File: src/rtl/conv_ctrl_pkg.sv
`default_nettype none
// -----------------------------------------------------------------------------
// Package     : conv_ctrl_pkg
// Description : Shared state encoding and default widths for conv_scheduler.
// Revision    : 1.0 - initial release
// -----------------------------------------------------------------------------
package conv_ctrl_pkg;

  localparam int FSIZE_W_DEF = 4;
  localparam int NFILT_W_DEF = 3;
  localparam int NROW_W_DEF  = 8;

  typedef enum logic [2:0] {
    IDLE  = 3'd0,
    ARM   = 3'd1,
    CFG   = 3'd2,
    RUN   = 3'd3,
    STORE = 3'd4,
    DONE  = 3'd5
  } state_t;

endpackage
`default_nettype wire

File: src/rtl/limit_counter.sv
`default_nettype none
// -----------------------------------------------------------------------------
// Module      : limit_counter
// Description : Up-counter that wraps to zero after reaching limit-1 and
//               flags when it sits on that final value.
// Revision    : 1.0 - initial release
// -----------------------------------------------------------------------------
module limit_counter #(
  parameter int W = 4
) (
  input  logic         clk,
  input  logic         rst,
  input  logic         i_clear,
  input  logic         i_inc,
  input  logic [W-1:0] i_limit,
  output logic         o_last
);

  logic [W-1:0] r_cnt;
  logic         w_last;

  assign w_last = (r_cnt == (i_limit - W'(1)));
  assign o_last = w_last;

  // Count accepted increments; wrap on the last value so the count never exceeds the limit.
  always_ff @(posedge clk or posedge rst) begin
    if (rst) begin
      r_cnt <= '0;
    end else if (i_clear) begin
      r_cnt <= '0;
    end else if (i_inc) begin
      r_cnt <= w_last ? '0 : (r_cnt + W'(1));
    end
  end

endmodule
`default_nettype wire

File: src/rtl/conv_scheduler.sv
`default_nettype none
// -----------------------------------------------------------------------------
// Module      : conv_scheduler
// Description : Main controller of the convolution engine. Sequences data and
//               filter reads per window, stores each sum with output-buffer
//               back-pressure, walks filters and rows, pulses done at the end.
//               Optional feature macro: CONV_STALL_CNT_EN (adds stall_cycles).
// Revision    : 1.0 - initial release
// -----------------------------------------------------------------------------
module conv_scheduler
  import conv_ctrl_pkg::*;
#(
  parameter int FSIZE_W = FSIZE_W_DEF,
  parameter int NFILT_W = NFILT_W_DEF,
  parameter int NROW_W  = NROW_W_DEF
) (
  input  logic               clk,
  input  logic               rst,
  input  logic               start,
  input  logic [FSIZE_W-1:0] cfg_filter_size,
  input  logic [NFILT_W-1:0] cfg_num_filters,
  input  logic [NROW_W-1:0]  cfg_num_rows,
  input  logic               av_data,
  input  logic               av_filter,
  input  logic               end_of_row,
  input  logic               out_full,
  output logic               ld_stride,
  output logic               ld_filter_size,
  output logic               put_data,
  output logic               put_filter,
  output logic               clear_sum,
  output logic               store_buffer,
  output logic               next_filter,
  output logic               next_row,
  output logic               busy,
  output logic               done
`ifdef CONV_STALL_CNT_EN
  ,
  output logic [31:0]        stall_cycles
`endif
);

  state_t r_state;
  state_t w_next;

  logic [FSIZE_W-1:0] r_fsize;
  logic [NFILT_W-1:0] r_nfilt;
  logic [NROW_W-1:0]  r_nrow;

  logic w_in_cfg;
  logic w_fire;
  logic w_run_fire;
  logic w_store_go;
  logic w_elem_last;
  logic w_filt_last;
  logic w_row_last;
  logic w_filt_inc;
  logic w_row_inc;

  assign w_in_cfg   = (r_state == CFG);
  assign w_fire     = av_data & av_filter;
  assign w_run_fire = (r_state == RUN) & w_fire;
  assign w_store_go = (r_state == STORE) & ~out_full;
  assign w_filt_inc = w_store_go & end_of_row;
  assign w_row_inc  = w_filt_inc & w_filt_last & ~w_row_last;

  // State register.
  always_ff @(posedge clk or posedge rst) begin
    if (rst) begin
      r_state <= IDLE;
    end else begin
      r_state <= w_next;
    end
  end

  // Capture the run configuration once in CFG; a zero field means one.
  always_ff @(posedge clk or posedge rst) begin
    if (rst) begin
      r_fsize <= '0;
      r_nfilt <= '0;
      r_nrow  <= '0;
    end else if (w_in_cfg) begin
      r_fsize <= (cfg_filter_size == '0) ? FSIZE_W'(1) : cfg_filter_size;
      r_nfilt <= (cfg_num_filters == '0) ? NFILT_W'(1) : cfg_num_filters;
      r_nrow  <= (cfg_num_rows    == '0) ? NROW_W'(1)  : cfg_num_rows;
    end
  end

  limit_counter #(.W(FSIZE_W)) u_elem_cnt (
    .clk     (clk),
    .rst     (rst),
    .i_clear (w_in_cfg),
    .i_inc   (w_run_fire),
    .i_limit (r_fsize),
    .o_last  (w_elem_last)
  );

  limit_counter #(.W(NFILT_W)) u_filt_cnt (
    .clk     (clk),
    .rst     (rst),
    .i_clear (w_in_cfg),
    .i_inc   (w_filt_inc),
    .i_limit (r_nfilt),
    .o_last  (w_filt_last)
  );

  limit_counter #(.W(NROW_W)) u_row_cnt (
    .clk     (clk),
    .rst     (rst),
    .i_clear (w_in_cfg),
    .i_inc   (w_row_inc),
    .i_limit (r_nrow),
    .o_last  (w_row_last)
  );

  // Next-state decode and Moore/Mealy control outputs.
  always_comb begin
    w_next         = r_state;
    ld_stride      = 1'b0;
    ld_filter_size = 1'b0;
    put_data       = 1'b0;
    put_filter     = 1'b0;
    clear_sum      = 1'b0;
    store_buffer   = 1'b0;
    next_filter    = 1'b0;
    next_row       = 1'b0;
    busy           = (r_state != IDLE);
    done           = 1'b0;
    case (r_state)
      IDLE: begin
        if (start) w_next = ARM;
      end
      ARM: begin
        if (!start) w_next = CFG;
      end
      CFG: begin
        ld_stride      = 1'b1;
        ld_filter_size = 1'b1;
        w_next         = RUN;
      end
      RUN: begin
        put_data   = w_fire;
        put_filter = w_fire;
        if (w_fire && w_elem_last) w_next = STORE;
      end
      STORE: begin
        if (!out_full) begin
          store_buffer = 1'b1;
          clear_sum    = 1'b1;
          next_filter  = end_of_row;
          next_row     = end_of_row & w_filt_last;
          if (end_of_row && w_filt_last && w_row_last) begin
            w_next = DONE;
          end else begin
            w_next = RUN;
          end
        end
      end
      DONE: begin
        done   = 1'b1;
        w_next = IDLE;
      end
      default: begin
        w_next = IDLE;
      end
    endcase
  end

`ifdef CONV_STALL_CNT_EN
  logic [31:0] r_stall;

  // Count starved RUN cycles and blocked STORE cycles, saturating at all-ones.
  always_ff @(posedge clk or posedge rst) begin
    if (rst) begin
      r_stall <= '0;
    end else if (w_in_cfg) begin
      r_stall <= '0;
    end else if ((((r_state == RUN) && !w_fire) || ((r_state == STORE) && out_full))
                 && (r_stall != 32'hFFFF_FFFF)) begin
      r_stall <= r_stall + 32'd1;
    end
  end

  assign stall_cycles = r_stall;
`endif

endmodule
`default_nettype wire

File: config.mk
export PLATFORM = sky130hd
export DESIGN_NAME = conv_scheduler
export DESIGN_NICKNAME = d
export VERILOG_FILES = /design/src/rtl/conv_ctrl_pkg.sv /design/src/rtl/limit_counter.sv /design/src/rtl/conv_scheduler.sv
export SDC_FILE = /design/constraint.sdc
export NUM_CORES = 1
export LEC_CHECK = 0
export BUFFER_PORTS_ARGS = -buffer_cell sky130_fd_sc_hd__buf_4
export CORE_ASPECT_RATIO = 1.1
export CORE_UTILIZATION = 53
export CTS_BUF_LIST = sky130_fd_sc_hd__clkbuf_8
export CTS_CLUSTER_DIAMETER = 80
export CTS_CLUSTER_SIZE = 14
export DETAILED_ROUTE_END_ITERATION = 12
export GPL_ROUTABILITY_DRIVEN = 0
export GPL_TIMING_DRIVEN = 0
export PLACE_DENSITY = 0.75
export SLEW_MARGIN = 25
export SYNTH_ARGS = -nofsm -noshare
export SYNTH_HDL_FRONTEND = slang
export SYNTH_SLANG_ARGS = --single-unit
File: constraint.sdc
create_clock -name clk -period 2.15 [get_ports clk]
set_input_delay 0 -clock clk [delete_from_list [all_inputs] [get_ports clk]]
set_output_delay 0 -clock clk [all_outputs]
set_load 0.1 [all_outputs]
==> metrics.yaml <==
cts:
  clockBufferDepth: 2
  clkSinkCount: 33
  clk_pin_slew_ns: 0.06
  numCtsBuffers: 5
  cts_tree: "yes"
  cts_max_level: 2
  worst_skew_pair.late_latency_ns: 0.29
  cts_root_buf: "clkbuf_8"
layout:
  area_growth_pct: 30.1
  diodes: 0
  layout.nets: 314
  fin_cells: 336
  drive_gt1_share_pct: 23.4
route:
  viasPerCell: 5.40
  wl_per_cell_um: 13.8
  ant_nets: 0
  first_iter_violations: 49
  drc: 0
  firstDrtPassIters: 4
  vias: 1813
  drt-total-wl_um: 4630
synth:
  synth_cell_types: 48
  ys_top_cells_by_area: "dfrtp_1, nand2_1, xnor2_1"
  synth.most_common_cell: "nand2_1"
  synth_commonest_cells: "nand2_1, dfrtp_1, o21ai_0"
  synth-edff-count: 0
  synth_area_um2: 2070
  ys_async_sr_fraction_pct: 100
  syn_avg_cell_area_um2: 9.03
  synth_largest_area_cell: "dfrtp_1"
  yosysTopAreaCellShare_pct: 40.0
  synth_top_flop_cell: "dfrtp_1"
  yosys_warnings: 0
  synth_cells: 229
  yosysSeqAreaShare_pct: 40.0
  synth_nets: 257
  ys_ff_latch: 33
power_and_ir_drop:
  power_frac_comb_pct: 52.4
  p_per_area_nw_per_um2: 1150
  pwr-share-clk_pct: 15.0
  p_int_mw: 1.73
  ir_worst_vdd_uv: 755
  power.share.switching_pct: 44.2
  p_sw_mw: 1.37
  leakage_nw: 1.25
  seq_power_share_pct: 32.6
timing:
  fin_crit_sh_pct: 95.4
  relSlewSlack_pct: 53.3
  setup_viol_count_final: 0
  finClkSkew_ns: 0.0109
  worstMarginPinSlew_ns: 0.699
  slew_violations: 0
  max_freq_ghz: 0.487
  rsz0062_at_grt: "true"
  min_period_ns: 2.05
  fin_setup_tns_ns: 0
  hold_viol_final: 0
worst_setup_path:
  cpMostUsedCell: "buf_4"
  critPathMaxFanout: 11
  slowest_stage: "dfrtp_2"
  start_kind: "flop"
  cp.arrival_ns: 2.05
  worstSetupPathType: "flop to output pin"
  slowest_delay_ns: 0.45
  end_kind: "output pin"
  cp_data_required_time_ns: 2.15
  reg2reg_slack_ns: 0.14
  crit_chain: "nand2b_1 -> or2_2 -> inv_2 -> buf_4 -> buf_4 -> buf_4 -> buf_8"
placement:
  post-dp-hpwl_um: 2990
  io_buffers: 31
  dp.cells: 310
floorplan:
  rows: 23
  io_pins: 32
  fp.dieW_um: 61.5
  die_area_um2: 4150
  fp.dieH_um: 67.5
  start_util_pct: 56.1
  core_um2: 3680
outcome:
  outcome: "complete, no violations"
grt:
  grt_usage_pct: 25.6
  grt_pass1_wl_um: 7760
  grt_pass1_vias: 1702
  grt_overflow_total: 0
  grt_max_degree: 34
  antenna_found_initial: 0
worst_hold_path:
  holdCritPathClass: "input port to flop"
run:
  drv_cap: 0
-- final cells by class --
| cell class | count | area (um2) |
|---|---|---|
| buffer | 13 | 104 |
| inverter | 11 | 41.3 |
| tap | 50 | 62.6 |
| timing repair buffer | 50 | 429 |
| sequential | 33 | 827 |
| multi-input combinational | 172 | 1140 |
| fill | 279 | 993 |
| clock buffer | 6 | 82.6 |
| clock inverter | 1 | 3.75 |
-- registers in the layout, summed over array words and instances (netlist names) --
signal            count
u_elem_cnt.r_cnt      4
r_state               3
u_row_cnt.r_cnt       8
u_filt_cnt.r_cnt      3
r_nrow                8
r_nfilt               3
r_fsize               4
-- worst paths after layout --
kind,from,endpoint,cells after the start
worst max-delay path,r_state[2],ld_stride,7
min in group asynchronous,rst,u_elem_cnt.r_cnt[3],3
max in group asynchronous,rst,r_state[2],3
worst min register to register,r_nfilt[2],r_nfilt[2],2
worst min-delay path,end_of_row,r_state[2],3
worst max register to register,r_fsize[0],u_elem_cnt.r_cnt[2],7
-- timing repair --
| action | in CTS | in global routing |
|---|---|---|
| hold buffers | 17 | 0 |
| gates resized for setup | 6 | 5 |
| setup endpoints to repair | 14 | 7 |
| hold endpoints to repair | 49 | 0 |
| setup buffers | 2 | 0 |
| pin swaps | 3 | 0 |
-- layout by cell type (no fill, tap or decap), drive strengths merged, types with 2 or more instances in the layout --
master,netlist,layout
ha,6,6
o21ai,19,19
mux2i,4,4
dlygate4sd3,0,17
nand3,2,2
buf,10,43
clkbuf,3,9
nor4b,2,2
nor4,3,3
xor2,5,5
nand4,6,6
nand2b,3,3
inv,11,12
and3,3,3
nand2,47,47
a21oi,12,12
a2111o,5,5
dfrtp,33,33
o211ai,3,3
nand3b,2,2
o22ai,3,3
nor3,6,6
nor2,11,11
nor3b,3,3
xnor2,12,12
-- logic make-up (layout without fill, tap and decap cells) --
kind of cell / count (synthesis) / count (layout) / share of synthesized area (%)
XOR/XNOR: 18 / 18 / 8.35
multiplexers: 4 / 4 / 1.94
adder cells (fa/ha/maj): 6 / 6 / 3.63
flip-flops: 33 / 33 / 40.0
buffers and inverters: 24 / 81 / 6.23
AO/OA/AOI/OAI: 47 / 47 / 14.2
AND/OR/NAND/NOR: 97 / 97 / 25.7
-- per-layer routing --
| metal | up-vias | wire [um] | GRT usage (%) |
|---|---|---|---|
| met5 | - | 0 | 0 |
| met3 | 10 | 147 | 5.75 |
| met2 | 45 | 2350 | 42.7 |
| met4 | 0 | 102 | 7.50 |
| li1 | 913 | - | - |
| met1 | 845 | 2040 | 32.9 |
-- power groups by stage --
stage               combinational, mW  clock [mW]  sequential (mW)
floorplan                        1.22           0            0.971
global placement                 1.46           0             1.02
detailed placement               1.49           0             1.02
CTS                              1.59       0.477             1.00
global route                     1.77       0.505             1.05
finish                           1.63       0.464             1.01
-- stage by stage --
step / cell area [um2] / power [mW] / hold WS, ns / util [%] / setup slack (ns)
6_report: 2690 / 3.11 / 0.0496 / 73.0 / 0.0979
5_1_grt: 2690 / 3.32 / 0.0548 / 73.0 / -0.00998
4_1_cts: 2670 / 3.07 / 0.0413 / 72.5 / 0.0493
3_5_place_dp: 2380 / 2.50 / 0.159 / 64.6 / -0.0813
3_3_place_gp: 2380 / 2.48 / 0.202 / 64.6 / -0.0496
2_1_floorplan: 2080 / 2.19 / 0.105 / - / -0.602
-- worst max-delay path, delay by kind of cell, from the launching register on --
kind / cells / cell delay (ns)
buffers and inverters: 5 / 0.82
AND/OR/NAND/NOR: 2 / 0.49
flip-flops: 1 / 0.45
Power figures use the tool's default switching activity.
